[src/rtl/sra_pkg.sv]
// Shared SRA protocol types.
// Holds the transaction, response, master status and master state encodings.
// basic_sra_master and basic_sra_slave both import this package.
package sra_pkg;

  typedef enum logic {
    TRANS_WRITE = 1'b0,
    TRANS_READ  = 1'b1
  } trans_t;

  typedef enum logic {
    RSP_SUCCESS = 1'b0,
    RSP_FAIL    = 1'b1
  } response_t;

  typedef enum logic [1:0] {
    MSTAT_OK      = 2'd0,
    MSTAT_FAIL    = 2'd1,
    MSTAT_TIMEOUT = 2'd2
  } mstat_t;

  typedef enum logic [1:0] {
    MST_IDLE     = 2'd0,
    MST_REQ      = 2'd1,
    MST_WAIT_RSP = 2'd2,
    MST_DONE     = 2'd3
  } mstate_t;

  // Maps the slave response user bit onto a completion status.
  function automatic mstat_t rsp_to_status(input logic rsp_user);
    return (rsp_user == RSP_SUCCESS) ? MSTAT_OK : MSTAT_FAIL;
  endfunction

endpackage

[src/rtl/sra_timeout_counter.sv]
// Response timeout counter for the SRA master.
// Ports:
//   clk, rst_n  - clock, asynchronous active-low reset
//   clear_i     - synchronous clear to zero (wins over enable_i)
//   enable_i    - count one step this cycle
//   expired_o   - high while the count equals TIMEOUT_CYCLES-1
module sra_timeout_counter #(
  parameter int TIMEOUT_CYCLES = 1024,
  parameter int CNT_W          = $clog2(TIMEOUT_CYCLES + 1)
) (
  input  logic clk,
  input  logic rst_n,
  input  logic clear_i,
  input  logic enable_i,
  output logic expired_o
);

  localparam logic [CNT_W-1:0] LAST = CNT_W'(TIMEOUT_CYCLES - 1);

  logic [CNT_W-1:0] count_q;

  // The count holds at LAST so it can never wrap back below the boundary.
  always_ff @(posedge clk or negedge rst_n) begin
    if (!rst_n) begin
      count_q <= '0;
    end else if (clear_i) begin
      count_q <= '0;
    end else if (enable_i && (count_q != LAST)) begin
      count_q <= count_q + CNT_W'(1);
    end
  end

  assign expired_o = (count_q == LAST);

endmodule

[src/rtl/basic_sra_master.sv]
// SRA master-side initiator: one local command at a time, driven onto the
// SRA request channel, completed by the slave response or by a timeout.
// Handshakes: a transfer happens on a rising edge where valid and ready are
// both high; a valid source holds its payload stable until that edge and
// never withdraws valid before it.
// Ports:
//   clk, rst_n          - clock, asynchronous active-low reset
//   cmd_*               - local command channel (user: 0 write, 1 read)
//   req_*               - SRA request channel towards the slave
//   rsp_*               - SRA response channel from the slave (user: 0 ok, 1 fail)
//   done_valid          - one-cycle completion pulse
//   done_status/rdata   - completion status (0 ok, 1 fail, 2 timeout) and read data
//   stray_rsp           - sticky flag: response seen while none was expected
//   dbg_state_o         - current FSM state
module basic_sra_master
  import sra_pkg::*;
#(
  parameter int ADDR_W         = 16,
  parameter int DATA_W         = 32,
  parameter int TIMEOUT_CYCLES = 1024
) (
  input  logic              clk,
  input  logic              rst_n,
  input  logic              cmd_valid,
  output logic              cmd_ready,
  input  logic              cmd_user,
  input  logic [ADDR_W-1:0] cmd_addr,
  input  logic [DATA_W-1:0] cmd_wdata,
  output logic              req_valid,
  input  logic              req_ready,
  output logic              req_user,
  output logic [ADDR_W-1:0] req_addr,
  output logic [DATA_W-1:0] req_data,
  input  logic              rsp_valid,
  output logic              rsp_ready,
  input  logic              rsp_user,
  input  logic [DATA_W-1:0] rsp_data,
  output logic              done_valid,
  output logic [1:0]        done_status,
  output logic [DATA_W-1:0] done_rdata,
  output logic              stray_rsp,
  output mstate_t           dbg_state_o
);

  localparam int CNT_W = $clog2(TIMEOUT_CYCLES + 1);

  mstate_t           state_q;
  logic              req_valid_q;
  logic              req_user_q;
  logic [ADDR_W-1:0] req_addr_q;
  logic [DATA_W-1:0] req_data_q;
  logic              done_valid_q;
  mstat_t            done_status_q;
  logic [DATA_W-1:0] done_rdata_q;
  logic              stray_q;
  logic              req_hs;
  logic              expired;

  assign req_hs = (state_q == MST_REQ) && req_ready;

  sra_timeout_counter #(
    .TIMEOUT_CYCLES (TIMEOUT_CYCLES),
    .CNT_W          (CNT_W)
  ) u_timeout (
    .clk       (clk),
    .rst_n     (rst_n),
    .clear_i   (req_hs),
    .enable_i  (state_q == MST_WAIT_RSP),
    .expired_o (expired)
  );

  always_ff @(posedge clk or negedge rst_n) begin
    if (!rst_n) begin
      state_q       <= MST_IDLE;
      req_valid_q   <= 1'b0;
      req_user_q    <= 1'b0;
      req_addr_q    <= '0;
      req_data_q    <= '0;
      done_valid_q  <= 1'b0;
      done_status_q <= MSTAT_OK;
      done_rdata_q  <= '0;
      stray_q       <= 1'b0;
    end else begin
      done_valid_q <= 1'b0;
      // Responses are always accepted; outside WAIT_RSP they are dropped.
      if (rsp_valid && (state_q != MST_WAIT_RSP)) begin
        stray_q <= 1'b1;
      end
      case (state_q)
        MST_IDLE: begin
          if (cmd_valid) begin
            req_user_q  <= cmd_user;
            req_addr_q  <= cmd_addr;
            req_data_q  <= cmd_wdata;
            req_valid_q <= 1'b1;
            state_q     <= MST_REQ;
          end
        end
        MST_REQ: begin
          if (req_ready) begin
            req_valid_q <= 1'b0;
            state_q     <= MST_WAIT_RSP;
          end
        end
        MST_WAIT_RSP: begin
          // A response in the expiry cycle still counts as a real response.
          if (rsp_valid) begin
            done_status_q <= rsp_to_status(rsp_user);
            done_rdata_q  <= ((req_user_q == TRANS_READ) && (rsp_user == RSP_SUCCESS))
                             ? rsp_data : '0;
            done_valid_q  <= 1'b1;
            state_q       <= MST_DONE;
          end else if (expired) begin
            done_status_q <= MSTAT_TIMEOUT;
            done_rdata_q  <= '0;
            done_valid_q  <= 1'b1;
            state_q       <= MST_DONE;
          end
        end
        MST_DONE: begin
          state_q <= MST_IDLE;
        end
        default: begin
          state_q <= MST_IDLE;
        end
      endcase
    end
  end

  assign cmd_ready   = (state_q == MST_IDLE);
  // Every state accepts responses so a late slave can never stall.
  assign rsp_ready   = 1'b1;
  assign req_valid   = req_valid_q;
  assign req_user    = req_user_q;
  assign req_addr    = req_addr_q;
  assign req_data    = req_data_q;
  assign done_valid  = done_valid_q;
  assign done_status = done_status_q;
  assign done_rdata  = done_rdata_q;
  assign stray_rsp   = stray_q;
  assign dbg_state_o = state_q;

endmodule

[config.mk]
export PLATFORM = sky130hd
export DESIGN_NAME = basic_sra_master
export DESIGN_NICKNAME = d
export VERILOG_FILES = /design/src/rtl/sra_pkg.sv /design/src/rtl/sra_timeout_counter.sv /design/src/rtl/basic_sra_master.sv
export SDC_FILE = /design/constraint.sdc
export NUM_CORES = 1
export LEC_CHECK = 0
export ABC_AREA = 1
export CAP_MARGIN = 5
export CORE_ASPECT_RATIO = 0.75
export CORE_MARGIN = 1.5
export CORE_UTILIZATION = 40
export DETAILED_ROUTE_END_ITERATION = 12
export GPL_TIMING_DRIVEN = 0
export PLACE_DENSITY = 0.75
export SYNTH_ARGS = -nofsm -noshare
export SYNTH_HDL_FRONTEND = slang
export SYNTH_SLANG_ARGS = --single-unit
[constraint.sdc]
create_clock -name clk -period 2.5 [get_ports clk]
set_input_delay 0.75 -clock clk [delete_from_list [all_inputs] [get_ports clk]]
set_output_delay 0.75 -clock clk [all_outputs]
set_load 0.05 [all_outputs]
==> summary.md, run 1 <==
| Metric | Value |
|---|---|
| First-pass GRT wire length | `16.83 mm` |
| DP HPWL | `7.922 mm` |
| Area grow syn2layout | `54.12%` |
| Reg clk slew, reported paths | `0.06 ns` |
| Most common cell in the netlist | `nand2_1` |
| Fin util | `64.81%` |
| Min-Delay Path Class | `primary input to async pin` |
| Yosys reg bits | `99` |
| Hold_ws | `0.4100 ns` |
| Pin count of the biggest net entering global routing | `58` |
| Worst vdd ir | `697.6 µV` |
| Crit share post-route | `96.23%` |
| 1st-pass router iterations | `4` |
| Clock Path Buffers | `2` |
| Mapped Nets | `476` |
| # setup viols final | `0` |
| CTS tree | `done` |
| Die Ht | `91.14 µm` |
| Reg2reg end | `req_data[29]$_DFFE_PN0P_` |
| Cells after Synth | `384` |
| Leak pwr | `0.002993 µW` |
| Ys Warns | `0` |
| PD cells | `1544 mW/mm²` |
| GRT Resource Usage Total | `19.32%` |
| Least-Margin Pin Slew | `0.5704 ns` |
| Main synth FF type | `dfrtp_1` |
| Vias/cell | `4.814` |
| Clk sinks | `99` |
| Outcome | `completed` |
| Crit Path Max Fanout | `4` |
| Detail Route Antenna Nets | `0` |
| Share of synthesized registers carrying an async set or reset | `100.0%` |
| Initial core utilization | `42.05%` |
| Htree depth | `3` |
| Sequential share of the synthesized area | `59.80%` |
| Cell variety after synth | `29` |
| Slew Limit Headroom | `61.97%` |
| Nets | `663` |
| Vias in the first global route | `3491` |
| Initial antenna violation count | `0` |
| Cell taking the most area after synthesis | `dfrtp_1` |
| Crit Path Class | `flip-flop to primary output` |
| Width of the die | `120.5 µm` |
| Num CTS Buffers | `9` |
| Share of layout cells above drive strength 1 | `15.85%` |
| Routed via count | `3399` |
| Mapped Area | `0.004143 mm²` |
| Average wire per standard cell | `14.66 µm` |
| Routed WL | `10.35 mm` |
| Hold Vio Cnt, Final | `0` |
| Post-synth top area share | `59.80%` |
| Worst path arrival time | `1.66 ns` |
| Remaining DRCs | `0` |
| Worst-Skew Late Latency | `0.33 ns` |
| DRT iter0 DRCs | `184` |
| Worst setup SP type | `flip-flop` |
| Setup crit end kind | `primary output` |
| PortBufs | `175` |
| # diodes | `0` |
| CTS Root Cell | `clkbuf_16` |
| Fin. max-slew vios | `0` |
| Total Power | `9856 µW` |
| Max Cap Violations | `0` |
| RSZ-0062 raised after global routing | `false` |
| Final GP Congestion | `0.8066` |
| Fin crit period | `2.406 ns` |
| Register-to-Register Path Depth | `5` |
| EDFF count, synth | `0` |
| Mean area per synthesized cell | `10.79 µm²` |
| Critical R2R Launch | `dbg_state_o[1]$_DFFE_PN0P_` |
| Die area | `0.01098 mm²` |
| FF-to-FF setup slack | `0.75 ns` |
| Worst EP required | `1.75 ns` |
| Row count | `31` |
| FMAX | `415.7 MHz` |
| Synth cell count leaders | `nand2_1 (109), dfrtp_1 (99), mux2_2 (48)` |
| Synth area leaders | `dfrtp_1 (60%), mux2_2 (13%), nand2_1 (9.9%)` |
| Setup skew after layout | `0.006552 ns` |
| Io pins | `177` |
| Total gr overflow | `0` |
| Core ar. | `0.009852 mm²` |
[worst max-delay path, stage by stage (launching register included)]
cell	delay, ns
dfrtp_1	0.42
inv_1	0.12
ha_1	0.23
dlygate4sd2_1	0.56
[logic make-up (layout without fill, tap and decap cells)]
| kind of cell | Yosys count | after routing | synth area share [%] |
|---|---|---|---|
| simple gates | 181 | 181 | 19.27 |
| flops | 99 | 99 | 59.80 |
| mux | 48 | 48 | 13.05 |
| buf+inv | 39 | 229 | 4.440 |
| compound gates | 9 | 9 | 1.419 |
| fa+ha+maj | 5 | 5 | 1.510 |
| xor+xnor | 2 | 2 | 0.4229 |
| other cells | 1 | 1 | 0.09052 |
[cell usage in the layout, fill, tap and decap left out, types with 3 or more instances in the layout]
master and instances:
nor2_1 10, dfrtp_1 99, buf_6 3, clkbuf_1 4, nand2_1 109, mux2_2 48, buf_2 9, o21ai_0 3
inv_1 20, clkbuf_16 9, nand4_1 6, nand3_1 45, ha_1 5, clkbuf_8 3, clkdlybuf4s50_1 173, nand2_2 3
[per-layer routing]
layer | vias up | track usage (%) | routed length (µm)
met2 | 133 | 31.11 | 4842
met5 | - | 0 | 0
met1 | 1628 | 24.86 | 4508
met3 | 15 | 6.784 | 861
met4 | 0 | 5.098 | 137
li1 | 1623 | - | -
[through the flow]
stage / setup TNS (ns) / instance area, µm² / cells / setup slack, ns
6_report: 0 / 6385 / 706 / 0.09415
5_1_grt: 0 / 6385 / 706 / 0.006896
4_1_cts: 0 / 6385 / 706 / 0.08611
3_5_place_dp: 0 / 6085 / 692 / 0.1725
3_3_place_gp: -303.18 / 6060 / 691 / -3.069
2_1_floorplan: 0 / 4143 / 384 / 0.3686
[repair_timing]
item	CTS	global route
gates resized for setup	1	0
setup endpoints to repair	1	0
hold buffers	0	0
buffers inserted	0	0
[report_power, final]
part	total, µW	internal (µW)	switching [µW]
logic	5730	1980	3750
registers	2740	2350	394
clock network	1380	844	539
total	9860	5180	4680
[registers in the layout, summed over array words and instances, names as in the netlist]
register / count
done_valid: 1
req_user: 1
req_data: 32
done_status: 2
u_timeout.count_q: 11
stray_rsp: 1
dbg_state_o: 2
req_valid: 1
done_rdata: 32
req_addr: 16
[how the worst max path moves through the flow]
stage	startpoint	endpoint	slack, ns	depth (start not counted)
detailed placement	dbg_state_o[0]$_DFFE_PN0P_	cmd_ready	0.17	3
global route	dbg_state_o[1]$_DFFE_PN0P_	cmd_ready	0.007	3
global placement	rst_n	req_data[13]$_DFFE_PN0P_	-3.07	1
finish	dbg_state_o[1]$_DFFE_PN0P_	cmd_ready	0.09	3
floorplan	dbg_state_o[0]$_DFFE_PN0P_	req_addr[0]$_DFFE_PN0P_	0.37	5
CTS	dbg_state_o[1]$_DFFE_PN0P_	cmd_ready	0.09	3
[area by class of cell]
| cell class | count | area, µm² |
|---|---|---|
| Fill cell | 806 | 3467 |
| Inverter | 22 | 82.58 |
| Sequential cell | 99 | 2477 |
| Buffer | 17 | 101.3 |
| Timing Repair Buffer | 176 | 1775 |
| Clock buffer | 12 | 266.5 |
| Tap cell | 132 | 165.2 |
| Multi-Input combinational cell | 246 | 1481 |
| Clock inverter | 2 | 35.03 |
(Power assumes the default switching activity.)
==> run 2, diff against run 1 <==
Settings changed: CORE_ASPECT_RATIO 0.75 to not set.
==> run 2 against run 1 <==
Clock skew rose by 0.0056 ns; flip-flop and latch count unchanged; global-route usage is 0.75 points lower; critical path depth down 2; combinational power barely moved; largest cell class unchanged; worst hold slack better by 0.030 ns; first-iteration DRC count shrank 41%; setup slack gained 0.053 ns; sequential power barely moved; fmax rose by 2.2%.
==> summary.md, run 2 (synthesized netlist as in run 1, its figures left out) <==
| Metric | Value |
|---|---|
| Remaining DRCs | `0` |
| Worst EP required | `1.75 ns` |
| Average wire per standard cell | `14.00 µm` |
| Total Power | `9509 µW` |
| Core ar. | `0.009910 mm²` |
| DRT iter0 DRCs | `108` |
| Total gr overflow | `0` |
| # diodes | `0` |
| Die area | `0.01098 mm²` |
| Crit share post-route | `94.12%` |
| Row count | `36` |
| Routed WL | `9.928 mm` |
| Leak pwr | `0.002941 µW` |
| Crit-path cells | `clkdlybuf4s50_1` |
| Register-to-Register Path Depth | `5` |
| Crit Path Max Fanout | `4` |
| Outcome | `completed` |
| CTS Root Cell | `clkbuf_8` |
| Max Cap Violations | `0` |
| Die Ht | `104.8 µm` |
| Vias in the first global route | `3324` |
| Fin. max-slew vios | `0` |
| Width of the die | `104.8 µm` |
| Crit Path Class | `flip-flop to primary output` |
| Final GP Congestion | `0.7535` |
| Setup skew after layout | `0.01218 ns` |
| Min-Delay Path Class | `primary input to async pin` |
| Initial antenna violation count | `0` |
| FF-to-FF setup slack | `0.77 ns` |
| Flop pwr share | `28.8%` |
| Reg2reg end | `req_addr[6]$_DFFE_PN0P_` |
| Bufs and invs on worst path | `1` |
| Worst path arrival time | `1.60 ns` |
| Initial core utilization | `41.81%` |
| Routed via count | `3337` |
| Slew Limit Headroom | `51.93%` |
| DP HPWL | `7.655 mm` |
| Critical R2R Launch | `dbg_state_o[0]$_DFFE_PN0P_` |
| Least-Margin Pin Slew | `0.7211 ns` |
| Pin count of the biggest net entering global routing | `59` |
| Worst-Skew Late Latency | `0.35 ns` |
| Fill cells | `854` |
| Switching part of the total | `49.03%` |
| Area grow syn2layout | `51.68%` |
| PortBufs | `175` |
| CP max stage delay | `0.85 ns` |
| Vias/cell | `4.707` |
| Htree depth | `3` |
| 1st-pass router iterations | `4` |
| Sw Pwr | `4663 µW` |
| Cell internal pwr | `4847 µW` |
| First-pass GRT wire length | `16.26 mm` |
| Num CTS Buffers | `9` |
| Io pins | `177` |
| Worst setup path startpoint | `dbg_state_o[1]$_DFFE_PN0P_` |
| # setup viols final | `0` |
| CTS tree | `done` |
| Clock Path Buffers | `2` |
| Clk pwr share | `11.3%` |
| RSZ-0062 raised after global routing | `false` |
| FMAX | `425.0 MHz` |
| Nets | `663` |
| Reg clk slew, reported paths | `0.10 ns` |
| PD cells | `1513 mW/mm²` |
| Share of layout cells above drive strength 1 | `16.15%` |
| Crit path max-delay cell type | `clkdlybuf4s50_1` |
| Setup crit end kind | `primary output` |
| Fin util | `63.41%` |
| Hold Vio Cnt, Final | `0` |
| Detail Route Antenna Nets | `0` |
| Worst setup SP type | `flip-flop` |
| Worst vdd ir | `850.3 µV` |
| Clk sinks | `99` |
| Most common cell after layout, fill and taps aside | `clkdlybuf4s50_1` |
| Delay-heaviest family, CP | `buffers and inverters` |
| GRT Resource Usage Total | `18.57%` |
| Comb pwr share | `59.9%` |
| Fin crit period | `2.353 ns` |
| Most frequent cells in the layout | `clkdlybuf4s50_1 (173), nand2_1 (109), dfrtp_1 (99)` |
run 2: layout make-up:
type,instances,area [µm²],share of cell area [%]
Buffer,17,101.3,1.613
Clock buffer,12,155.1,2.469
Clock inverter,4,55.05,0.8761
Inverter,22,82.58,1.314
Multi-Input combinational cell,246,1481,23.58
Sequential cell,99,2477,39.43
Tap cell,133,166.4,2.648
Timing Repair Buffer,176,1764,28.08
run 2: timing repair:
item                                    CTS  global route
resized for setup                         1             2
hold buffers                              0             0
pin swaps                                 0             0
endpoints found under the setup margin    1             1
setup buffers                             0             0
gates cloned                              0             0
run 2: metal layers:
| metal | wire (µm) | track usage, % | up-vias |
|---|---|---|---|
| met5 | 0 | 0 | - |
| met4 | 193 | 7.339 | 0 |
| met3 | 562 | 4.679 | 14 |
| met2 | 5054 | 31.65 | 98 |
| met1 | 4117 | 22.49 | 1600 |
| li1 | - | - | 1625 |
run 2: power groups by stage:
stage	sequential (µW)	clock (µW)	combinational, µW
final	2740	1070	5700
after global routing	2840	1170	5980
after CTS	2740	1110	5750
after detailed placement	2770	0	5760
after global placement	2730	0	5670
after floorplan	5270	0	1230
run 2: worst register-to-register path, delay by kind of cell, from the launching register on:
family / cells / cell delay, ns
fa+ha+maj: 1 / 0.25
buf+inv: 2 / 0.40
flops: 1 / 0.41
mux: 1 / 0.37
simple gates: 1 / 0.21
run 2: how the worst max path moves through the flow:
stage | slack (ns) | end | cells past startpoint
floorplan | 0.37 | req_addr[0]$_DFFE_PN0P_ | 5
global placement | -3.01 | done_rdata[19]$_DFFE_PN0P_ | 1
detailed placement | 0.16 | cmd_ready | 3
CTS | 0.04 | cmd_ready | 3
global route | 0.06 | dbg_state_o[1] | 1
finish | 0.15 | dbg_state_o[1] | 1
run 2: through the flow:
stage,hold slack [ns],setup WS [ns],cell area [µm²],std cells,setup TNS (ns)
CTS,0.4581,0.03960,6287,709,0
detailed placement,0.4576,0.1597,6078,693,0
global placement,0.4529,-3.007,6061,692,-297.11
finish,0.4399,0.1470,6284,709,0
global route,0.4802,0.05983,6284,709,0
floorplan,0.4544,0.3686,4143,384,0
==> run 3, diff against run 2 <==
Settings changed: CAP_MARGIN 5 to 40.
==> run 3 against run 2 <==
Via count stayed put; flip-flop and latch count unchanged; die area did not move; clock skew unchanged; critical path depth unchanged; global-route usage is the same; register-to-register slack about the same; routed wire length unchanged; count of clock-buffer cells in the layout unchanged; fmax unchanged; utilization did not move; sequential share of layout area stayed put.
==> summary.md, run 3 (synthesized netlist as in run 1, its figures left out) <==
| Metric | Value |
|---|---|
| FF-to-FF setup slack | `0.77 ns` |
| Reg clk slew, reported paths | `0.10 ns` |
| Row count | `36` |
| Max Cap Violations | `0` |
| Register-to-Register Path Depth | `5` |
| Cell internal pwr | `4847 µW` |
| Num CTS Buffers | `9` |
| # diodes | `0` |
| Pin count of the biggest net entering global routing | `59` |
| Crit path max-delay cell type | `clkdlybuf4s50_1` |
| Pre-CTS setup slack | `0.1597 ns` |
| Clk pwr share | `11.3%` |
| Remaining DRCs | `0` |
| Routed WL | `9.928 mm` |
| Crit-path cells | `clkdlybuf4s50_1` |
| Worst setup path startpoint | `dbg_state_o[1]$_DFFE_PN0P_` |
| Leak pwr | `0.002941 µW` |
| DP HPWL | `7.655 mm` |
| PortBufs | `175` |
| 1st-pass router iterations | `4` |
| Worst vdd ir | `850.3 µV` |
| Share of layout cells above drive strength 1 | `16.15%` |
| Reg2reg end | `req_addr[6]$_DFFE_PN0P_` |
| Worst-Skew Late Latency | `0.35 ns` |
| Critical R2R Launch | `dbg_state_o[0]$_DFFE_PN0P_` |
| Routed via count | `3337` |
| Crit Path Class | `flip-flop to primary output` |
| GRT Resource Usage Total | `18.57%` |
| Die Ht | `104.8 µm` |
| CP max stage delay | `0.85 ns` |
| End of the critical path | `dbg_state_o[1]` |
| CTS tree | `done` |
| RSZ-0062 raised after global routing | `false` |
| Switching part of the total | `49.03%` |
| Vias in the first global route | `3324` |
| Comb pwr share | `59.9%` |
| Vias/cell | `4.707` |
| Sw Pwr | `4663 µW` |
| PD cells | `1513 mW/mm²` |
| Hold Vio Cnt, Final | `0` |
| Setup crit end kind | `primary output` |
| Setup skew after layout | `0.01218 ns` |
| Fin crit period | `2.353 ns` |
| CTS Root Cell | `clkbuf_8` |
| Crit Path Max Fanout | `4` |
| Width of the die | `104.8 µm` |
| Area grow syn2layout | `51.68%` |
| Final GP Congestion | `0.7535` |
| Total gr overflow | `0` |
| Critical path depth in cells | `1` |
| Htree depth | `3` |
| Clk sinks | `99` |
| # hold bufs at CTS | `0` |
| # setup viols final | `0` |
| Worst EP required | `1.75 ns` |
| Average wire per standard cell | `14.00 µm` |
| Least-Margin Pin Slew | `0.7211 ns` |
| Slew Limit Headroom | `51.93%` |
| Worst setup SP type | `flip-flop` |
| Flop pwr share | `28.8%` |
| Core ar. | `0.009910 mm²` |
| DRT iter0 DRCs | `108` |
| Clock Path Buffers | `2` |
| Fin. max-slew vios | `0` |
| Worst path arrival time | `1.60 ns` |
| Most frequent cells in the layout | `clkdlybuf4s50_1 (173), nand2_1 (109), dfrtp_1 (99)` |
| Setup TNS | `0 ns` |
| Initial core utilization | `41.81%` |
| Die area | `0.01098 mm²` |
| Io pins | `177` |
| Fill cells | `854` |
| Detail Route Antenna Nets | `0` |
| Most common cell after layout, fill and taps aside | `clkdlybuf4s50_1` |
| FMAX | `425.0 MHz` |
| Nets | `663` |
| Delay-heaviest family, CP | `buffers and inverters` |
| Outcome | `completed` |
| Crit share post-route | `94.12%` |
| Final worst setup slack | `0.1470 ns` |
| Min-Delay Path Class | `primary input to async pin` |
| Initial antenna violation count | `0` |
| First-pass GRT wire length | `16.26 mm` |
| Bufs and invs on worst path | `1` |
-- run 3: cell counts in the layout (fill, tap and decap cells not counted) --
No cell type changed its count.
-- run 3: what timing repair did --
item,in CTS,in global routing
setup endpoints to repair,1,1
setup buffers,0,0
pin swaps,0,0
resized for setup,1,2
-- run 3: area by class of cell --
| type | count | area, µm² | share of cell area [%] |
|---|---|---|---|
| plain buffers | 17 | 101.3 | 1.613 |
| multi-input cells | 246 | 1481 | 23.58 |
| well taps | 133 | 166.4 | 2.648 |
| clock inverters | 4 | 55.05 | 0.8761 |
| inverters | 22 | 82.58 | 1.314 |
| flip-flops and latches | 99 | 2477 | 39.43 |
| clock buffers | 12 | 155.1 | 2.469 |
| repair buffers | 176 | 1764 | 28.08 |
-- run 3: how the worst min path moves through the flow --
| stage | startpoint | cells past startpoint | end | slack, ns |
|---|---|---|---|---|
| floorplan | rst_n | 0 | dbg_state_o[0]$_DFFE_PN0P_ | 0.45 |
| finish | rst_n | 1 | req_data[31]$_DFFE_PN0P_ | 0.44 |
| global placement | done_rdata[31]$_DFFE_PN0P_ | 2 | done_rdata[31]$_DFFE_PN0P_ | 0.45 |
| global route | rst_n | 1 | req_data[31]$_DFFE_PN0P_ | 0.48 |
| CTS | rst_n | 1 | req_data[31]$_DFFE_PN0P_ | 0.46 |
| detailed placement | done_rdata[1]$_DFFE_PN0P_ | 2 | done_rdata[1]$_DFFE_PN0P_ | 0.46 |
-- run 3: per-layer routing --
metal  vias up  track usage (%)  wire length [µm]
li1       1625                -                 -
met1      1600            22.49              4117
met2        98            31.65              5054
met3        14            4.679               562
met4         0            7.339               193
met5         -                0                 0
-- run 3: power by group through the flow --
| stage | registers [µW] | logic (µW) | clock network (µW) |
|---|---|---|---|
| floorplan | 5270 | 1230 | 0 |
| global placement | 2730 | 5670 | 0 |
| detailed placement | 2770 | 5760 | 0 |
| CTS | 2740 | 5750 | 1110 |
| global route | 2840 | 5980 | 1170 |
| finish | 2740 | 5700 | 1070 |
-- run 3: per-stage QoR --
stage          hold slack, ns  utilization, %  cell area [µm²]  power, µW  std cells
3_5_place_dp           0.4576           61.34             6078       8522        693
2_1_floorplan          0.4544               -             4143       6499        384
3_3_place_gp           0.4529           61.16             6061       8403        692
4_1_cts                0.4581           63.45             6287       9607        709
5_1_grt                0.4802           63.41             6284       9987        709
6_report               0.4399           63.41             6284       9509        709
